`src/rtl/unary_window_counter_pkg.sv`:
```
// unary_window_counter_pkg: FSM encodings and window-length helper shared by unary-to-binary stages
package unary_window_counter_pkg;

    typedef enum logic [1:0] {
        IDLE = 2'd0,
        RUN  = 2'd1,
        DONE = 2'd2
    } uwc_state_t;

    function automatic int win_len(input int bw);
        return 1 << bw;
    endfunction

endpackage

```
`src/rtl/unary_win_timer.sv`:
```
// unary_win_timer: BWIDTH-bit window cycle counter with clear and last-sample flag
module unary_win_timer import unary_window_counter_pkg::*; #(
    parameter int BWIDTH = 8
) (
    input  logic iClk,
    input  logic iRstN,
    input  logic clr,
    input  logic en,
    output logic last
);

    localparam logic [BWIDTH-1:0] LAST_CYC = BWIDTH'(win_len(BWIDTH) - 1);

    logic [BWIDTH-1:0] cyc;

    // count enabled cycles; natural wrap to 0 after the last sample
    always_ff @(posedge iClk or negedge iRstN)
        if (!iRstN) cyc <= '0;
        else if (clr) cyc <= '0;
        else if (en) cyc <= cyc + 1'b1;

    assign last = en && (cyc == LAST_CYC);

endmodule

```
`src/rtl/unary_window_counter.sv`:
```
// unary_window_counter: counts ones of a unary stream over 2**BWIDTH cycles, start/busy/valid framed
// Optional UNARY_WIN_BIPOLAR_EN: report ones - 2**(BWIDTH-1) as two's complement
module unary_window_counter import unary_window_counter_pkg::*; #(
    parameter int BWIDTH = 8
) (
    input  logic            iClk,
    input  logic            iRstN,
    input  logic            iStart,
    input  logic            iBit,
    output logic            oBusy,
    output logic            oValid,
    output logic [BWIDTH:0] oCount
);

    uwc_state_t      state, state_nx;
    logic [BWIDTH:0] ones, sum, result;
    logic            run, start_acc, last;

    assign run       = state == RUN;
    assign start_acc = !run && iStart;
    assign sum       = ones + (BWIDTH+1)'(iBit);

`ifdef UNARY_WIN_BIPOLAR_EN
    localparam logic [BWIDTH:0] HALF = (BWIDTH+1)'(win_len(BWIDTH) / 2);
    assign result = sum - HALF;
`else
    assign result = sum;
`endif

    unary_win_timer #(.BWIDTH(BWIDTH)) u_timer (
        .iClk (iClk),
        .iRstN(iRstN),
        .clr  (start_acc),
        .en   (run),
        .last (last)
    );

    // next state: RUN holds until its last sample; IDLE and DONE both accept a start
    always_comb
        state_nx = run ? (last ? DONE : RUN) : (iStart ? RUN : IDLE);

    // state, ones accumulator and registered outputs
    always_ff @(posedge iClk or negedge iRstN)
        if (!iRstN) begin
            state  <= IDLE;
            ones   <= '0;
            oBusy  <= 1'b0;
            oValid <= 1'b0;
            oCount <= '0;
        end else begin
            state  <= state_nx;
            ones   <= start_acc ? '0 : run ? sum : ones;
            oBusy  <= state_nx == RUN;
            oValid <= state_nx == DONE;
            if (run && last) oCount <= result;
        end

endmodule

```
`config.mk`:
```
export PLATFORM = sky130hd
export DESIGN_NAME = unary_window_counter
export DESIGN_NICKNAME = d
export VERILOG_FILES = /design/src/rtl/unary_window_counter_pkg.sv /design/src/rtl/unary_win_timer.sv /design/src/rtl/unary_window_counter.sv
export SDC_FILE = /design/constraint.sdc
export NUM_CORES = 1
export LEC_CHECK = 0
export ABC_AREA = 1
export BUFFER_PORTS_ARGS = -buffer_cell sky130_fd_sc_hd__buf_2
export CAP_MARGIN = 40
export CORE_ASPECT_RATIO = 0.6
export CORE_UTILIZATION = 25
export CTS_CLUSTER_DIAMETER = 30
export DETAILED_ROUTE_END_ITERATION = 7
export GPL_TIMING_DRIVEN = 0
export PLACE_DENSITY = 0.42
export REMOVE_ABC_BUFFERS = 1
export SYNTH_ARGS = -nofsm -noshare
export SYNTH_HDL_FRONTEND = slang
export SYNTH_SLANG_ARGS = --single-unit
export TNS_END_PERCENT = 100
```
`constraint.sdc`:
```
create_clock -name iClk -period 2.2 [get_ports iClk]
set_input_delay 0.22 -clock iClk [delete_from_list [all_inputs] [get_ports iClk]]
set_output_delay 0.22 -clock iClk [all_outputs]
set_load 0.03 [all_outputs]
```
==> metrics.csv <==
metric,value,unit
grt_max_degree,30,
arrival,1870,ps
placementRows,20,
violations,DRC,
cts-htree-levels,2,
hold_violations,0,
core_area,5180,sq um
die_w,98.0,microns
final_common_cell,nand2_1,
ys_top_cells_by_area,"dfrtp_1 52%, nand2_1 18%, inv_1 4.1%, nand3_1 3.6%, o21ai_0 3.6%",
critPathCaptureType,flip-flop,
cp_top_family,simple AND/OR/NAND/NOR gates,
wl_per_cell,11.8,microns
critPathMaxFanout,12,
ff2ff_path_depth,4,
irDropWorstVdd,0.000328,V
grt_pass1_wl,5190,microns
hold_path_class,in2reg,
route.detailed.drc,3,
finalCritPeriodShare,0.775,
ctsRootBufferMaster,clkbuf_8,
path_depth,4,
antenna_found_initial,0,
critPathBufInv,1,
io_buffers,14,
track_usage,0.120,
finalSetupTns,0,ps
rr_startpoint,oBusy$_DFF_PN0_,
max_freq,587,MHz
synth_warnings,0,
total_power,0.00193,W
slew_violations,0,
worstHoldEndpoint,oCount[0]$_DFFE_PN0P_,
cts_tree,yes,
relSlewSlack,0.402,
hp-start,iBit,
ant_nets,0,
tightestPinTransition,893,ps
cts_buffers,5,
drt-initial-drc-count,48,
drive_above_1_share,0.156,
cp-start-kind,flip-flop,
finalCriticalPeriod,1700,ps
crit_slowest_cell,nor2_2,
nets,193,
synth_top_area_frac,0.525,
synth_top_cell_by_area,dfrtp_1,
synth_area,1380,sq um
required,2370,ps
clk_pin_slew,60,ps
antennaDiodeCount,0,
crit_type,reg2reg,
die-area,5840,sq um
regToRegSetupSlack,500,ps
ys_types,17,
clockBufferDepth,2,
power_leakage,0.773,nW
cap_violations,0,
num_vias,1081,
cts.sinks,29,
die_h,59.6,microns
area_growth_syn_to_layout,16.0,%
routed_via_density,4.29,
start_util,0.267,
io_pins,15,
skew,6.50,ps
setup_viol,0,
crit_path_max_incr_delay,480,ps
drt_wl_total,2970,microns
grt_pass1_vias,1040,
ys_ff_latch,29,
synth_area_per_cell,8.28,sq um
mostFrequentLayoutCells,"68 x nand2_1, 29 x dfrtp_1, 15 x inv_1",
power_density,1200,nW/um^2
gp_congestion,0.698,
rsz0062_at_grt,false,
drt_pass1_iterations,6,
timing.rr.end,u_timer.cyc[1]$_DFFE_PN0P_,
hold_depth,4,
synthCells,167,
yosysSeqAreaShare,0.525,
clk_latency,280,ps
grt.overflow.total,0,
crit_chain,"inv_1, nor2_2, nor2_1, a22o_2",
status,"complete, but fails checks",
hpwlAfterDp,2090,microns
[through the flow]
stage	area [sq um]	cells	setup WS, ps	util	hold WS [ps]
after floorplan	1360	164	718	-	-75.6
after global placement	1510	244	530	0.291	289
after detailed placement	1510	244	487	0.291	297
after CTS	1600	252	476	0.310	292
after global routing	1600	252	373	0.310	314
final	1600	252	495	0.310	292
[kinds of logic (layout without fill, tap and decap cells)]
logic type / count (synthesis) / in the layout / share of synthesized area
XOR/XNOR: 3 / 3 / 0.0190
adder cells (fa/ha/maj): 3 / 3 / 0.0272
AO/OA/AOI/OAI: 17 / 17 / 0.0742
flip-flops: 29 / 29 / 0.525
AND/OR/NAND/NOR: 96 / 96 / 0.291
buffers and inverters: 19 / 38 / 0.0642
[sequential cells by signal, indices dropped and copies added (netlist names)]
signal	count
oValid	1
ones	9
oCount	9
state	1
u_timer.cyc	8
oBusy	1
[worst min-delay path, cell delays in order]
cell     delay [ps]
buf_2            80
ha_1            140
nand2_1          50
nand2_1          50
[per-layer routing]
layer,up-vias,global-route usage,part of all wire
li1,560,-,-
met4,0,0.0519,0.0047
met1,496,0.172,0.56
met5,-,0,0
met3,3,0.0354,0.041
met2,22,0.167,0.40
[worst max-delay path by stage]
stage / startpoint / to
4_1_cts: oBusy$_DFF_PN0_ / u_timer.cyc[1]$_DFFE_PN0P_
2_1_floorplan: oBusy$_DFF_PN0_ / ones[1]$_DFFE_PN0P_
5_1_grt: oBusy$_DFF_PN0_ / ones[1]$_DFFE_PN0P_
3_3_place_gp: oBusy$_DFF_PN0_ / u_timer.cyc[1]$_DFFE_PN0P_
3_5_place_dp: oBusy$_DFF_PN0_ / u_timer.cyc[1]$_DFFE_PN0P_
6_report: oBusy$_DFF_PN0_ / u_timer.cyc[1]$_DFFE_PN0P_
[synthesized netlist by cell type]
cell type / number
dfrtp_1: 29
ha_1: 3
nand3_4: 1
clkinv_2: 1
xor2_1: 3
o21ai_1: 3
nor2_1: 13
inv_1: 15
a22o_2: 3
nand3_1: 10
buf_6: 2
buf_2: 1
nor2_4: 1
nor2_2: 3
o21a_1: 1
nand2_1: 68
o21ai_0: 10
[power by group]
part | switching, W | internal (W)
registers | 0.000164 | 0.000713
clock network | 0.000192 | 0.000248
logic | 0.000378 | 0.000237
[layout make-up]
type / count / area (sq um)
fill: 550 / 3580
clock buffer: 7 / 86.3
multi-input combinational: 119 / 568
timing repair buffer: 15 / 80.1
sequential: 29 / 726
tap: 66 / 82.6
inverter: 16 / 61.3
[timing repair]
item | CTS | global route
endpoints found under the hold margin | 10 | 0
buffers inserted | 0 | 0
setup endpoints to repair | 0 | 0
resized for setup | 0 | 0
hold buffers | 1 | 0
Note: power is estimated with default switching activity, not from simulation.
